<file path="src/rtl/traffic_monitor.sv">
// traffic_monitor: watches the six lamp drives of a two-way traffic
// controller and latches the first illegal behaviour it sees.
//
// Ports:
//   clk          rising-edge clock
//   rst_         synchronous reset, active-high
//   ns_green/ns_yellow/ns_red   north-south lamp drives
//   ew_green/ew_yellow/ew_red   east-west lamp drives
//   clr_fault    clears a latched fault (only while in FAULT)
//   fault        sticky fault flag
//   fault_code   first cause: 0 none, 1 encoding, 2 conflict,
//                3 transition, 4 short dwell, 5 timeout
//   phase        monitor state (0 SYNC .. 7 FAULT)
//   dwell        cycles the current lamp combination has been held
//   cycle_count  completed NS+EW cycles, wrapping
//
// Every output is registered and reflects the lamp sample taken on the
// same rising edge.
module traffic_monitor #(
   parameter int MIN_GREEN  = 4,
   parameter int MIN_YELLOW = 2,
   parameter int MAX_PHASE  = 255,
   parameter int CNT_W      = 8
) (
   input  logic             clk,
   input  logic             rst_,
   input  logic             ns_green,
   input  logic             ns_yellow,
   input  logic             ns_red,
   input  logic             ew_green,
   input  logic             ew_yellow,
   input  logic             ew_red,
   input  logic             clr_fault,
   output logic             fault,
   output logic [2:0]       fault_code,
   output logic [2:0]       phase,
   output logic [CNT_W-1:0] dwell,
   output logic [15:0]      cycle_count
);

   typedef enum logic [2:0] {
      SYNC    = 3'd0,
      NS_GO   = 3'd1,
      NS_WARN = 3'd2,
      RED_A   = 3'd3,
      EW_GO   = 3'd4,
      EW_WARN = 3'd5,
      RED_B   = 3'd6,
      FAULT   = 3'd7
   } phase_t;

   typedef enum logic [2:0] {
      C_NS_GO, C_NS_WARN, C_RED, C_EW_GO, C_EW_WARN, C_BAD, C_CONFLICT
   } combo_t;

   localparam logic [CNT_W-1:0] MIN_G_C = CNT_W'(MIN_GREEN);
   localparam logic [CNT_W-1:0] MIN_Y_C = CNT_W'(MIN_YELLOW);
   localparam logic [CNT_W-1:0] MAX_C   = CNT_W'(MAX_PHASE);

   phase_t           state_q, state_d;
   logic             fault_q, fault_d;
   logic [2:0]       code_q, code_d;
   logic [CNT_W-1:0] dwell_q, dwell_d;
   logic [15:0]      cc_q, cc_d;
   logic [5:0]       last_lamps_q;
   logic             last_valid_q;
   logic             first_q, first_d;   // first phase after SYNC: no short-dwell check

   logic [5:0] lamps;
   combo_t     combo;
   logic       changed, monitored;
   logic       trans_bad, short_dwell, timeout, count_up;
   phase_t     legal_nxt;
   logic [2:0] code_new;

   assign lamps = {ns_green, ns_yellow, ns_red, ew_green, ew_yellow, ew_red};

   // A sample right after reset always counts as a change so dwell starts at 1.
   assign changed   = !last_valid_q || (lamps != last_lamps_q);
   assign monitored = (state_q != SYNC) && (state_q != FAULT);

   always_comb begin
      combo = C_BAD;
      if (!$onehot({ns_green, ns_yellow, ns_red}) || !$onehot({ew_green, ew_yellow, ew_red}))
         combo = C_BAD;
      else if (!ns_red && !ew_red)
         combo = C_CONFLICT;
      else if (ns_green)  combo = C_NS_GO;
      else if (ns_yellow) combo = C_NS_WARN;
      else if (ew_green)  combo = C_EW_GO;
      else if (ew_yellow) combo = C_EW_WARN;
      else                combo = C_RED;
   end

   // Transition check for the monitored states. Anything that is not "stay"
   // or a listed successor is a bad transition; short dwell is only judged
   // on legal exits from GO/WARN.
   always_comb begin
      legal_nxt   = state_q;
      trans_bad   = 1'b0;
      short_dwell = 1'b0;
      count_up    = 1'b0;
      case (state_q)
         NS_GO:
            if (combo == C_NS_WARN) begin
               legal_nxt   = NS_WARN;
               short_dwell = !first_q && (dwell_q < MIN_G_C);
            end else if (combo != C_NS_GO) trans_bad = 1'b1;
         NS_WARN:
            if (combo == C_RED || combo == C_EW_GO) begin
               legal_nxt   = (combo == C_RED) ? RED_A : EW_GO;
               short_dwell = !first_q && (dwell_q < MIN_Y_C);
            end else if (combo != C_NS_WARN) trans_bad = 1'b1;
         RED_A:
            if (combo == C_EW_GO) legal_nxt = EW_GO;
            else if (combo != C_RED) trans_bad = 1'b1;
         EW_GO:
            if (combo == C_EW_WARN) begin
               legal_nxt   = EW_WARN;
               short_dwell = !first_q && (dwell_q < MIN_G_C);
            end else if (combo != C_EW_GO) trans_bad = 1'b1;
         EW_WARN:
            if (combo == C_RED || combo == C_NS_GO) begin
               legal_nxt   = (combo == C_RED) ? RED_B : NS_GO;
               short_dwell = !first_q && (dwell_q < MIN_Y_C);
               count_up    = (combo == C_NS_GO);
            end else if (combo != C_EW_WARN) trans_bad = 1'b1;
         RED_B:
            if (combo == C_NS_GO) begin
               legal_nxt = NS_GO;
               count_up  = 1'b1;
            end else if (combo != C_RED) trans_bad = 1'b1;
         default: ;
      endcase
   end

   // Timeout fires on the sample that would take an unchanged dwell past
   // MAX_PHASE; using >= keeps it reachable when dwell saturates at MAX_PHASE.
   assign timeout = monitored && !changed && (dwell_q >= MAX_C);

   // Lowest code wins when causes coincide.
   always_comb begin
      code_new = 3'd0;
      if      (combo == C_BAD)             code_new = 3'd1;
      else if (combo == C_CONFLICT)        code_new = 3'd2;
      else if (monitored && trans_bad)     code_new = 3'd3;
      else if (monitored && short_dwell)   code_new = 3'd4;
      else if (timeout)                    code_new = 3'd5;
   end

   // NOTE: every output of this block is assigned a default first, so no
   // path through the case statements can leave a latch behind.
   always_comb begin
      state_d = state_q;
      fault_d = fault_q;
      code_d  = code_q;
      cc_d    = cc_q;
      first_d = first_q;
      dwell_d = changed ? CNT_W'(1) : ((dwell_q == '1) ? dwell_q : dwell_q + 1'b1);

      case (state_q)
         SYNC: begin
            if (code_new != 3'd0) begin
               state_d = FAULT;
               fault_d = 1'b1;
               code_d  = code_new;
            end else if (combo == C_NS_GO || combo == C_EW_GO) begin
               state_d = (combo == C_NS_GO) ? NS_GO : EW_GO;
               first_d = 1'b1;
               dwell_d = CNT_W'(1);
            end
         end
         FAULT: begin
            if (clr_fault) begin
               if (code_new != 3'd0) begin
                  code_d = code_new;     // clear and new fault together: keep the new one
               end else begin
                  state_d = SYNC;
                  fault_d = 1'b0;
                  code_d  = 3'd0;
               end
            end
         end
         default: begin
            if (code_new != 3'd0) begin
               state_d = FAULT;
               fault_d = 1'b1;
               code_d  = code_new;
            end else if (legal_nxt != state_q) begin
               state_d = legal_nxt;
               first_d = 1'b0;
               if (count_up) cc_d = cc_q + 16'd1;
            end
         end
      endcase
   end

   // NOTE: sequential state uses non-blocking assignments so every register
   // samples the pre-edge values regardless of statement order.
   always_ff @(posedge clk) begin
      if (rst_) begin
         state_q      <= SYNC;
         fault_q      <= 1'b0;
         code_q       <= 3'd0;
         dwell_q      <= '0;
         cc_q         <= 16'd0;
         last_lamps_q <= 6'd0;
         last_valid_q <= 1'b0;
         first_q      <= 1'b0;
      end else begin
         state_q      <= state_d;
         fault_q      <= fault_d;
         code_q       <= code_d;
         dwell_q      <= dwell_d;
         cc_q         <= cc_d;
         last_lamps_q <= lamps;
         last_valid_q <= 1'b1;
         first_q      <= first_d;
      end
   end

   assign phase       = state_q;
   assign fault       = fault_q;
   assign fault_code  = code_q;
   assign dwell       = dwell_q;
   assign cycle_count = cc_q;

endmodule

</file>
<file path="config.mk">
export PLATFORM = sky130hd
export DESIGN_NAME = traffic_monitor
export DESIGN_NICKNAME = d
export VERILOG_FILES = /design/src/rtl/traffic_monitor.sv
export SDC_FILE = /design/constraint.sdc
export NUM_CORES = 1
export LEC_CHECK = 0
export ABC_AREA = 0
export CAP_MARGIN = 10
export CORE_UTILIZATION = 52
export DETAILED_ROUTE_END_ITERATION = 16
export GPL_ROUTABILITY_DRIVEN = 0
export HOLD_SLACK_MARGIN = 0.05
export PLACE_DENSITY = 0.8
export SLEW_MARGIN = 20
export SYNTH_ARGS = -nofsm -noshare
export SYNTH_HDL_FRONTEND = slang
export SYNTH_SLANG_ARGS = --single-unit
</file>
<file path="constraint.sdc">
create_clock -name clk -period 4.6 [get_ports clk]
set_input_delay 0.69 -clock clk [delete_from_list [all_inputs] [get_ports clk]]
set_output_delay 0.69 -clock clk [all_outputs]
set_load 0.03 [all_outputs]
</file>
==> Word level (Yosys, flattened, before mapping) <==
Cells that the tools add are included.
{ "classes": {"n_addsub": 6, "mul": 0, "div_mod_pow": 0, "magnitude_cmp": 3, "n_eq_ne": 27, "shift": 0, "muxes": 67, "bitwise": 3, "n_reduce_logical": 34} }
{ "ops": {"columns": ["operator", "n"], "rows": [
  ["2-to-1 mux 3 bit", 30],
  ["2-to-1 mux 8 bit", 5],
  ["2-to-1 mux 1 bit", 26],
  ["== test 3 bit (second input constant)", 7],
  ["case mux 3 bit (6 select lines)", 1],
  ["adder 16 x 1 -> 16 bit (second input constant)", 1],
  ["== test 3 x 2 -> 1 bit (second input constant)", 4],
  ["AND reduction 4 bit", 3],
  ["!= test 3 bit (second input constant)", 3],
  ["nonzero test 3 bit", 3],
  ["adder 8 x 1 -> 8 bit (second input constant)", 1],
  ["== test 8 bit (second input constant)", 1],
  ["greater-or-equal comparator 8 bit (second input constant)", 1],
  ["logical AND 1 bit", 8],
  ["less-than comparator 8 x 2 -> 1 bit (second input constant)", 1],
  ["less-than comparator 8 x 3 -> 1 bit (second input constant)", 1],
  ["logical NOT 1 bit", 7],
  ["== test 3 x 1 -> 1 bit (second input constant)", 2],
  ["logical NOT 3 bit", 2],
  ["!= test 2 bit (second input constant)", 3],
  ["!= test 3 x 2 -> 1 bit (second input constant)", 2],
  ["!= test 6 bit", 1],
  ["case mux 1 bit (6 select lines)", 1],
  ["case mux 3 bit (2 select lines)", 1],
  ["14 further kinds", 25]
]} }
{ "word_totals": {"regBits": 39, "latch_bits": 0, "mem_bits_rw": 0, "rom_bits": 0, "inputBits": 9, "output_inout_bits": 31, "n_memories": 0} }

==> Longest topological paths before layout <==
Gate-level depths: netlist (run 1).
{ "depth": {"depth_word": 19, "ltp_mapped": 15} }

==> Worst setup path before layout (run 1) <==
No wires, ideal clock.
{ "synth_path": {"kind": "input to register", "from": "input ew_green", "to": "register state_q[0] (netlist: phase[0])", "setup_ns": 0.132, "arrival_ns": 3.519, "slack_ns": 0.949, "cell_stages": 14, "path_buffers": 2, "cell_sequence": "buf_4 > inv_1 > fa_1 > and4bb_2 > o21ai_1 > a221o_1 > nor3_4 > and2_1 > buf_6 > clkinv_4 > ha_1 > or2_2 > a22oi_1 > a31oi_1"} }
{ "synth_via": {"elab_chain_len": 17} }
{ "synth_rtl": {"columns": ["item", "line_no", "rtl"], "rows": [
  ["from (decl)", "30", "input logic ew_green,"],
  ["adder 2 x 1 -> 2 bit (implied by the code) / 2-to-1 mux 3 bit (equally long branches)", "84, 90", null],
  ["== test 2 x 1 -> 1 bit / 2-to-1 mux 3 bit (equally long branches)", "84, 89", null],
  ["logical NOT 1 bit / 2-to-1 mux 3 bit (equally long branches)", "84, 88", null],
  ["logical OR 1 bit / 2-to-1 mux 3 bit (equally long branches)", "84, 86", null],
  ["2-to-1 mux 3 bit", "84", "if (!$onehot({ns_green, ns_yellow, ns_red}) || !$onehot({ew_green, ew_yellow, ew_red}))"],
  ["== test 3 x 2 -> 1 bit, or another cell as far along", null, null],
  ["logical OR 1 bit (on tied branches)", "123, 110", null],
  ["2-to-1 mux 1 bit (on tied branches)", "123, 110", null],
  ["case mux 1 bit (4 select lines)", "103", "case (state_q)"],
  ["logical AND 1 bit", "147", "else if (monitored && short_dwell) code_new = 3'd4;"],
  ["2-to-1 mux 3 bit", "147", null],
  ["2-to-1 mux 3 bit", "146", "else if (monitored && trans_bad) code_new = 3'd3;"],
  ["2-to-1 mux 3 bit", "145", "else if (combo == C_CONFLICT) code_new = 3'd2;"],
  ["2-to-1 mux 3 bit", "144", "if (combo == C_BAD) code_new = 3'd1;"],
  ["nonzero test 3 bit", "163, 175, 185", null],
  ["!= test 3 bit (no line), or another cell as far along", null, null],
  ["AND reduction 4 bit (no line) / case mux 3 bit (2 select lines) (equally long branches)", null, null],
  ["to (signal assigned)", "211", "state_q <= state_d;"],
  ["to (decl)", "60", "phase_t state_q, state_d;"]
]} }
Parallel ways exist; a longest one is shown, timed or not. The select of a mux whose other input is x is not followed.
A chain may end at the register's enable or synchronous reset.

==> Worst setup path after layout (run 1) <==
{ "layout_path": {"from": "input ew_yellow", "to": "register state_q[2] (netlist: phase[2])"} }
{ "layout_via": {"elab_chain_len": 18} }
{ "layout_rtl": {"columns": ["item", "line_no", "rtl"], "rows": [
  ["from (decl)", "31", "input logic ew_yellow,"],
  ["adder 1 x 1 -> 2 bit (implied by the code) / 2-to-1 mux 3 bit (equally long branches)", "84, 91", null],
  ["adder 2 x 1 -> 2 bit (implied by the code) / 2-to-1 mux 3 bit (equally long branches)", "84, 90", null],
  ["== test 2 x 1 -> 1 bit / 2-to-1 mux 3 bit (equally long branches)", "84, 89", null],
  ["logical NOT 1 bit / 2-to-1 mux 3 bit (equally long branches)", "84, 88", null],
  ["logical OR 1 bit / 2-to-1 mux 3 bit (equally long branches)", "84, 86", null],
  ["2-to-1 mux 3 bit", "84", null],
  ["== test 3 x 2 -> 1 bit, or another cell as far along", null, null],
  ["logical OR 1 bit (on tied branches)", "123, 110", null],
  ["[2 not listed]", null, null],
  ["logical AND 1 bit", "147", null],
  ["2-to-1 mux 3 bit", "147", null],
  ["2-to-1 mux 3 bit", "146", null],
  ["2-to-1 mux 3 bit", "145", null],
  ["2-to-1 mux 3 bit", "144", null],
  ["nonzero test 3 bit", "163, 175, 185", null],
  ["!= test 3 bit (no line), or another cell as far along", null, null],
  ["AND reduction 4 bit (no line) / case mux 3 bit (2 select lines) (equally long branches)", null, null]
]} }
Parallel ways exist; a longest one is shown, timed or not. The select of a mux whose other input is x is not followed.

==> results of run 1 <==
## worst paths after layout
check                                    start                            to  slack [ns]  cells after the start
setup reg to reg         phase[1]$_SDFFE_PP0P_         phase[2]$_SDFFE_PP0P_        1.33                     11
hold reg to reg   cycle_count[15]$_SDFFE_PP0P_  cycle_count[15]$_SDFFE_PP0P_        0.49                      2
setup / recovery                     ew_yellow         phase[2]$_SDFFE_PP0P_        0.48                     13
hold / removal    cycle_count[15]$_SDFFE_PP0P_  cycle_count[15]$_SDFFE_PP0P_        0.49                      2
## flip-flops by register name (all words and copies together), names as in the netlist
name and cells:
dwell 8, fault_code 3, fault 1, first_q 1, last_valid_q 1, phase 3, cycle_count 16, last_lamps_q 6
## where the power goes
part	switching (mW)	internal [mW]
Combinational	0.105	0.0782
Clock	0.119	0.217
Sequential	0.0252	0.347
Total	0.250	0.642
## cell usage in the layout, fill, tap and decap left out, types with 5 or more instances in the layout
cell	n
dfxtp_1	39
clkdlybuf4s50_1	39
nor2_1	33
a21oi_1	25
o21ai_0	22
nand2_1	16
nand3_1	15
or3_1	14
inv_1	13
xnor2_1	10
nor3_1	9
buf_4	9
nand2b_1	6
a31oi_1	6
nand4_1	5
clkbuf_8	5
## worst max-delay path, stage by stage
cell,delay (ns)
clkdlybuf4s50_1,0.61
inv_1,0.12
fa_1,0.47
and4bb_2,0.38
o21ai_1,0.20
a221o_1,0.36
nor3_4,0.20
and2_1,0.31
clkinv_4,0.09
ha_1,0.20
or2_2,0.32
a22oi_1,0.20
a31oi_1,0.10
## cell usage after synthesis, types with 2 or more instances
library cell | n | area share [%]
o31a_1 | 2 | 0.69
nor2b_1 | 4 | 0.98
fa_1 | 2 | 1.6
nand4_1 | 5 | 1.2
o21a_1 | 2 | 0.59
nor4_1 | 4 | 0.98
buf_2 | 8 | 1.6
o2111ai_1 | 2 | 0.69
and3_1 | 4 | 0.98
nand2_1 | 16 | 2.4
o31a_2 | 2 | 0.79
ha_1 | 4 | 2.0
and2_1 | 4 | 0.98
nand3_1 | 15 | 2.9
a22oi_1 | 4 | 1.2
xor2_1 | 4 | 1.4
mux2i_1 | 3 | 1.2
o311a_1 | 2 | 0.79
a21oi_1 | 25 | 4.9
nand2b_1 | 6 | 1.5
buf_4 | 2 | 0.59
a31oi_1 | 6 | 1.5
or4_1 | 2 | 0.59
or3_1 | 14 | 3.4
a211oi_1 | 3 | 0.88
o21ai_0 | 22 | 4.3
dfxtp_1 | 39 | 31
inv_1 | 13 | 1.9
and4_1 | 2 | 0.69
clkbuf_1 | 5 | 0.74
or2_2 | 3 | 0.74
o211ai_1 | 2 | 0.59
nor2_1 | 33 | 4.9
nor3_1 | 9 | 1.8
nand4_2 | 2 | 0.98
buf_6 | 5 | 2.2
xnor2_1 | 10 | 3.4
or2b_1 | 2 | 0.59
o31ai_1 | 2 | 0.59
o311ai_0 | 2 | 0.69
## metal layers
metal | up-vias | wire length (um) | global-route usage (%)
met5 | - | 0 | 0
met4 | 0 | 157 | 8.06
met3 | 25 | 384 | 5.28
met2 | 113 | 2970 | 43.0
met1 | 1145 | 2730 | 33.0
li1 | 1231 | - | -
## area by class of cell
| type | instances | area, sq um |
|---|---|---|
| repair buffers | 48 | 458 |
| fillers | 395 | 1630 |
| inverters | 14 | 57.6 |
| multi-input cells | 243 | 1580 |
| flip-flops and latches | 39 | 781 |
| clock buffers | 6 | 72.6 |
| clock inverters | 2 | 60.1 |
| well taps | 67 | 83.8 |
## cells by family (layout without fill, tap and decap cells)
logic type                 Yosys count  count (layout)  synth area share, %
xor gates and xnor gates            14              14                 4.81
DFF                                 39              39                 30.6
buffers and inverters               34              70                 7.36
AOI/OAI and AO/OA                   89              89                 23.8
muxes                                4               4                 1.62
adders and majority gates            6               6                 3.53
and+or+nand+nor                    130             130                 28.3
## per-stage QoR
| step | util (%) | total power [mW] |
|---|---|---|
| 2_1_floorplan | - | 0.511 |
| 3_3_place_gp | 62.7 | 0.555 |
| 3_5_place_dp | 62.7 | 0.558 |
| 4_1_cts | 65.5 | 0.892 |
| 5_1_grt | 65.5 | 0.928 |
| 6_report | 65.5 | 0.891 |
==> results.toml, run 1 <==
[sta]
finalCritPeriodShare_pct = 89.6
fmax_mhz = 243
rsz0062_at_grt = "no"
tns_ns = 0
worst_slack_ns = 0.479
setup_viol = 0
finalMaxSlewViolations = 0
finalHoldViolCount = 0
min_period_ns = 4.12
tightest_slew_ns = 0.867
holdWs_ns = 0.486
slew_headroom_pct = 42.1
finalClockSkew_ns = 0.00763

[synthesis]
synthCells = 316
async_flop_share_pct = 0
synth-edff-count = 0
avgSynthCellArea_sq_um = 8.07
yosysUniqueCellTypes = 60
synth-seq-area-share_pct = 30.6
syn_area_sq_um = 2550
syn-num-nets = 331
synthFlopType = "dfxtp_1"
synth.ff_latch_count = 39
ys_warn_count = 0

[worst_setup_path]
path_class = "input pin to register"
cp_data_arrival_time_ns = 4.27
cp_max_fo = 7
cp.required_ns = 4.75
end_kind = "register"
start_kind = "input pin"

[placed_design]
dp_slack_ns = 0.211
dp_hpwl_mm = 4.47
placed_area_sq_um = 2960
dp.cells = 411
io_buffers = 39

[global_routing]
grt_max_degree = 28
overflow = 0
first_global_vias = 2239
grt.total_usage_pct = 25.6
grt_pass1_wl_mm = 10.5
antenna_found_initial = 0

[detailed_routing]
drt-pass1-iter-count = 6
vias_per_cell = 6.00
wl_per_cell_um = 14.9
drc_errors = 0
drt_iter0_drc = 300
wirelength_mm = 6.24
vias = 2514
ant_nets = 0

[cts]
clkLatencyLatePin_ns = 0.30
post-cts-setup-buffers = 0
ctsHoldBuffers = 0
cts_num_sinks = 39
cts_tree = "yes"
cts.path.max_buffers = 2
cts_inserted_buffers = 5
htreeDepth = 2
root_buffer = "clkbuf_8"
post_cts_resized = 0
clk_pin_slew_ns = 0.08

[die]
num_rows = 25
initial_utilization_pct = 54.0
pin_count = 40
die_width_um = 72.0
die_area_sq_um = 5190
coreArea_sq_um = 4720
chipHeight_um = 72.0

[power]
ir_drop_v = 0.000195
powerDensity_nw_per_um2 = 288
power.leakage_nw = 1.10

[layout]
instances_no_fill = 419
final_area_sq_um = 3090
syn2layout_area_growth_pct = 21.4
drive_gt1_share_pct = 8.52
antenna_cells = 0
fin_nets = 366

[flow_run]
drv_cap = 0

[outcome]
status = "finished, final reports clean"

[hold_path]
hold_class = "register to register"
No activity file was read; power rests on OpenSTA's default activity.
==> run 2: changes to the inputs <==
Settings changed: CAP_MARGIN 10 to 25.
==> results of run 2 <==
The final DEF is identical to that of run 1; final timing and power are the same.
